`src/rtl/fb_pkg.sv`:
```
// Shared definitions for the frame buffer read path: default geometry, pixel width,
// scan state encoding and the bit positions of the per-pixel marker tags.
package fb_pkg;

  localparam int H_RES_DEF    = 1280;
  localparam int V_RES_DEF    = 720;
  localparam int FB_ADDR_BITS = 20;
  localparam int PIX_W        = 16;

  localparam int TAG_W   = 3;
  localparam int TAG_SOF = 0;
  localparam int TAG_EOL = 1;
  localparam int TAG_EOF = 2;

  typedef enum logic [1:0] {
    IDLE  = 2'd0,
    SCAN  = 2'd1,
    DRAIN = 2'd2
  } fb_state_e;

  // Counter width that can hold values 0..n-1, never narrower than one bit.
  function automatic int idx_w(input int n);
    return (n > 1) ? $clog2(n) : 1;
  endfunction

endpackage

```
`src/rtl/fb_rd_fifo.sv`:
```
// Small synchronous FIFO holding captured pixels plus marker tags; head is visible combinationally.
// Push and pop in the same cycle leave the count unchanged; the caller reserves space before pushing.
module fb_rd_fifo #(
  parameter int WIDTH = 19,
  parameter int DEPTH = 4
) (
  input  logic                       clk,
  input  logic                       rst,
  input  logic                       push,
  input  logic [WIDTH-1:0]           push_data,
  input  logic                       pop,
  output logic [WIDTH-1:0]           head,
  output logic                       empty,
  output logic [$clog2(DEPTH):0]     count
);

  localparam int AW = $clog2(DEPTH);
  localparam int CW = AW + 1;

  logic [WIDTH-1:0] mem [DEPTH];
  logic [AW-1:0]    wr_ptr;
  logic [AW-1:0]    rd_ptr;
  logic             do_pop;

  assign empty  = (count == '0);
  assign do_pop = pop && !empty;
  assign head   = mem[rd_ptr];

  always_ff @(posedge clk) begin
    if (push) begin
      mem[wr_ptr] <= push_data;
    end
  end

  always_ff @(posedge clk or posedge rst) begin
    if (rst) begin
      wr_ptr <= '0;
      rd_ptr <= '0;
      count  <= '0;
    end else begin
      if (push) begin
        wr_ptr <= wr_ptr + AW'(1);
      end
      if (do_pop) begin
        rd_ptr <= rd_ptr + AW'(1);
      end
      case ({push, do_pop})
        2'b10:   count <= count + CW'(1);
        2'b01:   count <= count - CW'(1);
        default: count <= count;
      endcase
    end
  end

endmodule

```
`src/rtl/frame_buffer_scan_reader.sv`:
```
// Raster-order frame buffer reader; FB_READER_HMIRROR_EN adds an hmirror input for right-to-left lines.
// Read data lands one cycle after rd_en; issue stalls when FIFO occupancy plus the in-flight read fills FIFO_DEPTH.
module frame_buffer_scan_reader
  import fb_pkg::*;
#(
  parameter int H_RES      = H_RES_DEF,
  parameter int V_RES      = V_RES_DEF,
  parameter int ADDR_BITS  = FB_ADDR_BITS,
  parameter int FIFO_DEPTH = 4
) (
  input  logic                 clk,
  input  logic                 rst,
`ifdef FB_READER_HMIRROR_EN
  input  logic                 hmirror,
`endif
  input  logic                 frame_start,
  input  logic                 fb_ready,
  output logic                 rd_en,
  output logic [ADDR_BITS-1:0] rd_addr,
  input  logic [PIX_W-1:0]     rd_data,
  output logic [PIX_W-1:0]     pix_data,
  output logic                 pix_valid,
  input  logic                 pix_ready,
  output logic                 pix_sof,
  output logic                 pix_eol,
  output logic                 pix_eof,
  output logic                 busy
);

  localparam int XW = idx_w(H_RES);
  localparam int YW = idx_w(V_RES);
  localparam int CW = $clog2(FIFO_DEPTH) + 1;
  localparam int FW = PIX_W + TAG_W;

  localparam logic [XW-1:0] X_LAST = XW'(H_RES - 1);
  localparam logic [YW-1:0] Y_LAST = YW'(V_RES - 1);

  fb_state_e state_q, state_d;

  logic [XW-1:0]        x_q;
  logic [YW-1:0]        y_q;
  logic [ADDR_BITS-1:0] addr_q;
  logic [ADDR_BITS-1:0] addr_nxt;
  logic [ADDR_BITS-1:0] addr_init;
  logic                 inflight_q;
  logic [TAG_W-1:0]     tag_q;
  logic [TAG_W-1:0]     tag_now;
  logic                 line_end;
  logic                 frame_end;
  logic                 room;
  logic                 issue;
  logic                 start_frame;

  logic [CW-1:0]        fifo_count;
  logic                 fifo_empty;
  logic                 fifo_pop;
  logic [FW-1:0]        fifo_head;

  assign line_end    = (x_q == X_LAST);
  assign frame_end   = line_end && (y_q == Y_LAST);
  assign start_frame = (state_q == IDLE) && frame_start;

  // x counts in output order, so markers are correct whichever way the line is walked.
  always_comb begin
    tag_now          = '0;
    tag_now[TAG_SOF] = (x_q == '0) && (y_q == '0);
    tag_now[TAG_EOL] = line_end;
    tag_now[TAG_EOF] = frame_end;
  end

`ifdef FB_READER_HMIRROR_EN
  logic mirror_q;

  always_ff @(posedge clk or posedge rst) begin
    if (rst) begin
      mirror_q <= 1'b0;
    end else if (start_frame) begin
      mirror_q <= hmirror;
    end
  end

  // Mirrored lines walk downward; at the line's last pixel jump to the far end of the next line.
  always_comb begin
    addr_init = hmirror ? ADDR_BITS'(H_RES - 1) : '0;
    if (mirror_q) begin
      addr_nxt = line_end ? (addr_q + ADDR_BITS'(2 * H_RES - 1)) : (addr_q - ADDR_BITS'(1));
    end else begin
      addr_nxt = addr_q + ADDR_BITS'(1);
    end
  end
`else
  assign addr_init = '0;
  assign addr_nxt  = addr_q + ADDR_BITS'(1);
`endif

  assign room = (int'(fifo_count) + int'(inflight_q)) < FIFO_DEPTH;

  always_comb begin
    state_d = state_q;
    issue   = 1'b0;
    case (state_q)
      IDLE: begin
        if (frame_start) begin
          state_d = SCAN;
        end
      end
      SCAN: begin
        issue = fb_ready && room;
        if (issue && frame_end) begin
          state_d = DRAIN;
        end
      end
      DRAIN: begin
        if (!inflight_q && fifo_empty) begin
          state_d = IDLE;
        end
      end
      default: state_d = IDLE;
    endcase
  end

  always_ff @(posedge clk or posedge rst) begin
    if (rst) begin
      state_q <= IDLE;
    end else begin
      state_q <= state_d;
    end
  end

  always_ff @(posedge clk or posedge rst) begin
    if (rst) begin
      x_q        <= '0;
      y_q        <= '0;
      addr_q     <= '0;
      inflight_q <= 1'b0;
      tag_q      <= '0;
    end else begin
      inflight_q <= issue;
      if (issue) begin
        tag_q <= tag_now;
      end
      if (start_frame) begin
        x_q    <= '0;
        y_q    <= '0;
        addr_q <= addr_init;
      end else if (issue && !frame_end) begin
        // The final address is held so nothing past the frame ever appears on rd_addr.
        addr_q <= addr_nxt;
        if (line_end) begin
          x_q <= '0;
          y_q <= y_q + YW'(1);
        end else begin
          x_q <= x_q + XW'(1);
        end
      end
    end
  end

  fb_rd_fifo #(
    .WIDTH (FW),
    .DEPTH (FIFO_DEPTH)
  ) u_fifo (
    .clk       (clk),
    .rst       (rst),
    .push      (inflight_q),
    .push_data ({rd_data, tag_q}),
    .pop       (fifo_pop),
    .head      (fifo_head),
    .empty     (fifo_empty),
    .count     (fifo_count)
  );

  assign rd_en     = issue;
  assign rd_addr   = addr_q;
  assign pix_valid = !fifo_empty;
  assign fifo_pop  = pix_valid && pix_ready;

  // Head storage is not reset, so outputs are masked to zero while nothing is queued.
  assign pix_data = pix_valid ? fifo_head[FW-1:TAG_W] : '0;
  assign pix_sof  = pix_valid && fifo_head[TAG_SOF];
  assign pix_eol  = pix_valid && fifo_head[TAG_EOL];
  assign pix_eof  = pix_valid && fifo_head[TAG_EOF];
  assign busy     = (state_q != IDLE);

endmodule

```
`config.mk`:
```
export PLATFORM = sky130hd
export DESIGN_NAME = frame_buffer_scan_reader
export DESIGN_NICKNAME = d
export VERILOG_FILES = /design/src/rtl/fb_pkg.sv /design/src/rtl/fb_rd_fifo.sv /design/src/rtl/frame_buffer_scan_reader.sv
export SDC_FILE = /design/constraint.sdc
export NUM_CORES = 1
export LEC_CHECK = 0
export ABC_AREA = 1
export CAP_MARGIN = 20
export CORE_MARGIN = 1
export CORE_UTILIZATION = 55
export DETAILED_ROUTE_END_ITERATION = 6
export HOLD_SLACK_MARGIN = 0.15
export PLACE_DENSITY_LB_ADDON = 0.3
export SLEW_MARGIN = 10
export SYNTH_ARGS = -nofsm -noshare
export SYNTH_HDL_FRONTEND = slang
export SYNTH_SLANG_ARGS = --single-unit
```
`constraint.sdc`:
```
create_clock -name clk -period 2.7 [get_ports clk]
set_clock_uncertainty 0.2 [all_clocks]
set_input_delay 0.54 -clock clk [delete_from_list [all_inputs] [get_ports clk]]
set_output_delay 0.54 -clock clk [all_outputs]
set_load 0.05 [all_outputs]
```
==> results.cfg <==
[cts]
cts.clk_slew.worst_paths_ps = 60
cts_buffers = 17
h-tree-depth = 4
cts_root_buffer = clkbuf_16
clkLatencyLatePin_ps = 420
cts_tree = done
post_cts_buffers = 0
clk_path_buf_depth = 2
numClockSinks = 130
hold_buffers = 0
cts_resized = 0

[floorplan]
row_count = 38
die_w_um = 109
num_io_pins = 63
coreArea_mm2 = 0.0110
die-area_mm2 = 0.0119
initial_core_util = 0.573
die_h_um = 109

[detailed_routing]
vias_per_cell = 5.41
drt-met1-wl_um = 5870
routed_wirelength_um = 13500
wire_per_inst_um = 14.9
drc = 0
drt_first_pass_iters = 5
vias = 4907
dr_wl_met2_um = 6630
dr_wl_met3_um = 760
dr.first_iter.drc_count = 408
antenna_left = 0
top_layer_used = met4

[logic_synthesis]
yosys_warnings = 0
synth-seq-area-share = 0.575
synth.area.top_cells = edfxtp_1, dfrtp_1, nand2_1
yosysMostFrequentCell = nand2_1
syn_nets = 713
yosys.area.top_type = edfxtp_1
synth.top_cell.area_share = 0.361
synth_edf_count = 76
syn-cell-area_mm2 = 0.00632
synth_common_cells = nand2_1, nor2_1, edfxtp_1
ys_ff_latch = 130
synth_ff_type = edfxtp_1
async_reset_ff_frac = 0.415
synth.avg_cell_area_um2 = 9.28
synthCells = 681
synth.distinct_cells = 32

[critical_path]
critical_path.startpoint = u_fifo.rd_ptr[1]$_DFFE_PP0N_
cpPeakStageDelay_ps = 540
crit_chain = inv_1 > nor2_1 > o21ai_0 > a21oi_1 > buf_4
startpoint_type = flip-flop
cp_slowest_cell = inv_1
crit_family = buffers and inverters
cp.depth = 5
worstSetupPathType = reg -> out
end_kind = output pin
critPathArrivalTime_ps = 1880
critical_path_required_ps = 1960
regToRegStartpoint = y_q[0]$_DFFE_PP0P_
path_max_fanout = 20
r2r_cells = 11
cp.buffers_inverters = 2

[timing]
rsz0062_at_grt = yes
setup_viol = 0
fmax_ghz = 0.381
finalHoldViolations = 0
worst_slack_ps = 75.2
min_period_ps = 2620
max_slew_margin = 0.516
slew_viol_final = 0
fin_tns_setup_ps = 0
min_period_over_period = 0.972
worst_pin_slew_ps = 725

[place]
placed_cells = 875
numPortBuffers = 62
gp_congestion = 0.874
hpwl_um = 8570
pre_cts_ws_ps = 140
place_area_mm2 = 0.00709

[run]
maxCapViolCount = 0

[outcome]
status = finished clean

[cells_and_area]
final-seq-area_mm2 = 0.00363
final_nets = 786
diodes = 0
fillCellCount = 805
multi_input_area_mm2 = 0.00235
final_area_mm2 = 0.00771
drive_above_1_share = 0.140
final_cell_count_no_fill = 907
syn2layout_area_growth_pct = 22.1

[global_routing]
grt_max_degree = 39
antenna_found_initial = 0
track_usage = 0.244
globalRoute.totalOverflow = 0
grt_first_pass_wirelength_um = 21800
grt_pass1_vias = 4733

[power]
p_total_mw = 8.28
p_per_area_mw_per_mm2 = 1070
vdd_ir_drop_max_mv = 0.839
power.leakage_nw = 3.25

[hold_path]
hp-class = in -> async
-- through the flow --
step / hold slack (ps) / utilization
2_1_floorplan: 264 / -
3_3_place_gp: 289 / 0.642
3_5_place_dp: 294 / 0.642
4_1_cts: 225 / 0.699
5_1_grt: 252 / 0.699
6_report: 215 / 0.699
-- kinds of logic (layout without fill, tap and decap cells) --
group	Yosys count	in the layout	synth area share
fa+ha+maj	11	11	0.0230
xor+xnor	23	23	0.0319
flops	130	130	0.575
compound gates	81	81	0.0707
buf+inv	78	164	0.0539
simple gates	358	358	0.245
-- worst reg2reg max path, delay by kind of cell, from the launching register on --
| kind | cells | cell delay, ps |
|---|---|---|
| AO/OA/AOI/OAI | 1 | 50 |
| adder cells (fa/ha/maj) | 1 | 230 |
| buffers and inverters | 2 | 290 |
| flip-flops | 1 | 450 |
| AND/OR/NAND/NOR | 7 | 770 |
-- routing by layer --
metal / global-route usage / up-vias
li1: - / 2391
met1: 0.292 / 2307
met2: 0.412 / 180
met3: 0.0544 / 29
met4: 0.130 / 0
met5: 0 / -
-- layout by cell type, fill, tap and decap left out, drive strengths merged --
master | Yosys | final
nor3 | 11 | 11
ha | 10 | 10
o21ai | 57 | 57
o211ai | 1 | 1
xor2 | 17 | 17
nand3b | 1 | 1
or2 | 2 | 2
fa | 1 | 1
clkinvlp | 0 | 2
clkinv | 1 | 6
nand3 | 33 | 33
bufinv | 0 | 4
nor4 | 1 | 1
nor2 | 129 | 129
clkbuf | 14 | 19
nand2 | 164 | 164
a21oi | 21 | 21
nand4 | 17 | 17
edfxtp | 76 | 76
buf | 9 | 36
o21bai | 2 | 2
clkdlybuf4s50 | 0 | 41
xnor2 | 6 | 6
dfrtp | 54 | 54
inv | 54 | 56
-- final cells by class --
type                       count  area share
inverter                      55      0.0274
sequential                   130       0.471
multi-input combinational    473       0.304
tap                          140      0.0227
clock inverter                13      0.0238
timing repair buffer          77      0.0931
clock buffer                  19      0.0574
-- power by group --
part | switching (mW) | internal [mW] | total [mW] | leakage, nW
combinational | 2.26 | 0.990 | 3.25 | 1.54
clock | 0.845 | 1.57 | 2.41 | 0.301
sequential | 0.194 | 2.42 | 2.62 | 1.41
total | 3.30 | 4.98 | 8.28 | 3.25
-- state kept, by name (all words and copies together), names as in the netlist --
signal / flops
state_q: 2
inflight_q: 1
tag_q: 3
u_fifo.rd_ptr: 2
rd_addr: 20
x_q: 11
y_q: 10
u_fifo.count: 3
u_fifo.wr_ptr: 2
u_fifo.mem: 76
-- worst paths after layout --
kind / slack (ps) / to
setup / recovery: 80 / pix_data[13]
hold / removal: 220 / rd_addr[14]$_DFFE_PP0P_
setup reg to reg: 600 / x_q[5]$_DFFE_PP0P_
hold reg to reg: 310 / y_q[8]$_DFFE_PP0P_
max in group asynchronous: 1550 / state_q[0]$_DFFE_PP0P_
min in group clk: 310 / y_q[8]$_DFFE_PP0P_
Note: power is estimated with default switching activity, not from simulation.
==> patch (same settings) <==
The option `FB_READER_HMIRROR_EN` is turned on by a define.
--- a/src/rtl/frame_buffer_scan_reader.sv
+++ b/src/rtl/frame_buffer_scan_reader.sv
@@ -1,4 +1,6 @@
 // Raster-order frame buffer reader; FB_READER_HMIRROR_EN adds an hmirror input for right-to-left lines.
 // Read data lands one cycle after rd_en; issue stalls when FIFO occupancy plus the in-flight read fills FIFO_DEPTH.
+`define FB_READER_HMIRROR_EN
+
 module frame_buffer_scan_reader
   import fb_pkg::*;
Ports: changed (added hmirror); port bits go from 63 to 64. No check against the original RTL was run, so the function may have changed too.
==> patch against the original RTL <==
Clock power fell by 8.7%; sequential cell count rose by 1; wire length rose by 13%; setup slack improved by 0.031 ns; total power rose by 38%; sequential share of layout area fell by 2.5 points; worst hold slack improved by 0.082 ns; area after synthesis rose by 6.9%; register-to-register slack got worse by 0.44 ns; cell area rose by 6.4%; largest power group unchanged.
==> patch: results (changes against the original RTL) <==
<table>
<tr><th>Metric</th><th>Value</th></tr>
<tr><th colspan="2">Outcome</th></tr>
<tr><td>Outcome</td><td>complete, no violations</td></tr>
<tr><th colspan="2">Setup path</th></tr>
<tr><td>Worst Path Arrival</td><td>1.85 ns (-0.03 ns)</td></tr>
<tr><td>Crit-path max FO</td><td>4 (-80%)</td></tr>
<tr><td>Worst stage delay on the critical path</td><td>0.71 ns (+0.17 ns)</td></tr>
<tr><th colspan="2">Placed design</th></tr>
<tr><td>DP HPWL</td><td>10.2 mm (+19%)</td></tr>
<tr><td>Worst setup timing slack at the placement stage</td><td>0.0863 ns (-0.0536 ns)</td></tr>
<tr><td>Cell count after placement</td><td>944 (+7.9%)</td></tr>
<tr><th colspan="2">Cells and area</th></tr>
<tr><td>Core Util, Final</td><td>68.3% (-1.6 points)</td></tr>
<tr><td>Nonclk inv count</td><td>77 (+40%)</td></tr>
<tr><td>#MultiIn Comb</td><td>505 (+6.8%)</td></tr>
<tr><td>Layout fillers</td><td>931 (+16%)</td></tr>
<tr><td>Relative area of clock buffers and inverters in the final design</td><td>6.91% (-1.2 points)</td></tr>
<tr><th colspan="2">Yosys</th></tr>
<tr><td>Compound-cell area share of the yosys netlist</td><td>11.6% (+4.6 points)</td></tr>
<tr><td>Net count after synthesis</td><td>779 (+9.3%)</td></tr>
<tr><td>Count of different cell masters after synthesis</td><td>45 (+41%)</td></tr>
<tr><td>Post-synthesis cell count</td><td>735 (+7.9%)</td></tr>
<tr><td>Register area share after synthesis</td><td>54.2% (-3.3 points)</td></tr>
<tr><td>Arithmetic-cell share of the synthesized area counting full adders, half adders and majority gates</td><td>4.30% (+2.0 points)</td></tr>
<tr><td>Synthesis-stage register bit count</td><td>131 (+0.77%)</td></tr>
<tr><th colspan="2">Routing</th></tr>
<tr><td>Number of violations reported at the end of detailed-routing iteration 0</td><td>443 (+8.6%)</td></tr>
<tr><td>Wire length per cell</td><td>15.5 microns (+4.2%)</td></tr>
<tr><td>Wire length on met1</td><td>6.58 mm (+12%)</td></tr>
<tr><td>Met3 wire len</td><td>591 microns (-22%)</td></tr>
<tr><th colspan="2">Pwr</th></tr>
<tr><td>Comb power</td><td>6180 uW (+90%)</td></tr>
<tr><td>Sw Ratio</td><td>47.0% (+7.2 points)</td></tr>
<tr><td>Flip-flop and latch power</td><td>3030 uW (+16%)</td></tr>
<tr><td>Power consumed by the clock network</td><td>2200 uW (-8.7%)</td></tr>
<tr><th colspan="2">Global route</th></tr>
<tr><td>Vias in the first global route</td><td>5322 (+12%)</td></tr>
<tr><td>M3 GR Usage</td><td>4.98% (-0.46 points)</td></tr>
</table>
## patch: changes by cell type after synthesis, moves of 6 or more
cell / delta
nand2_1: -26
a21oi_1: +21
inv_1: +20
nand3_1: +15
nand4_1: -12
ha_1: +10
o21ai_0: +10
o21ai_1: +6
## patch: worst min-delay path by stage
| stage | start | end | slack (ns) |
|---|---|---|---|
| finish | rst | rd_addr[6]$_DFFE_PP0P_ | 0.30 |
| detailed placement | rd_addr[11]$_DFFE_PP0P_ | rd_addr[11]$_DFFE_PP0P_ | 0.31 |
| global placement | tag_q[1]$_DFFE_PP0P_ | u_fifo.mem[3][1]$_DFFE_PP_ | 0.29 |
| floorplan | y_q[3]$_DFFE_PP0P_ | y_q[3]$_DFFE_PP0P_ | 0.27 |
| global route | rst | rd_addr[17]$_DFFE_PP0P_ | 0.33 |
| CTS | rst | rd_addr[11]$_DFFE_PP0P_ | 0.31 |
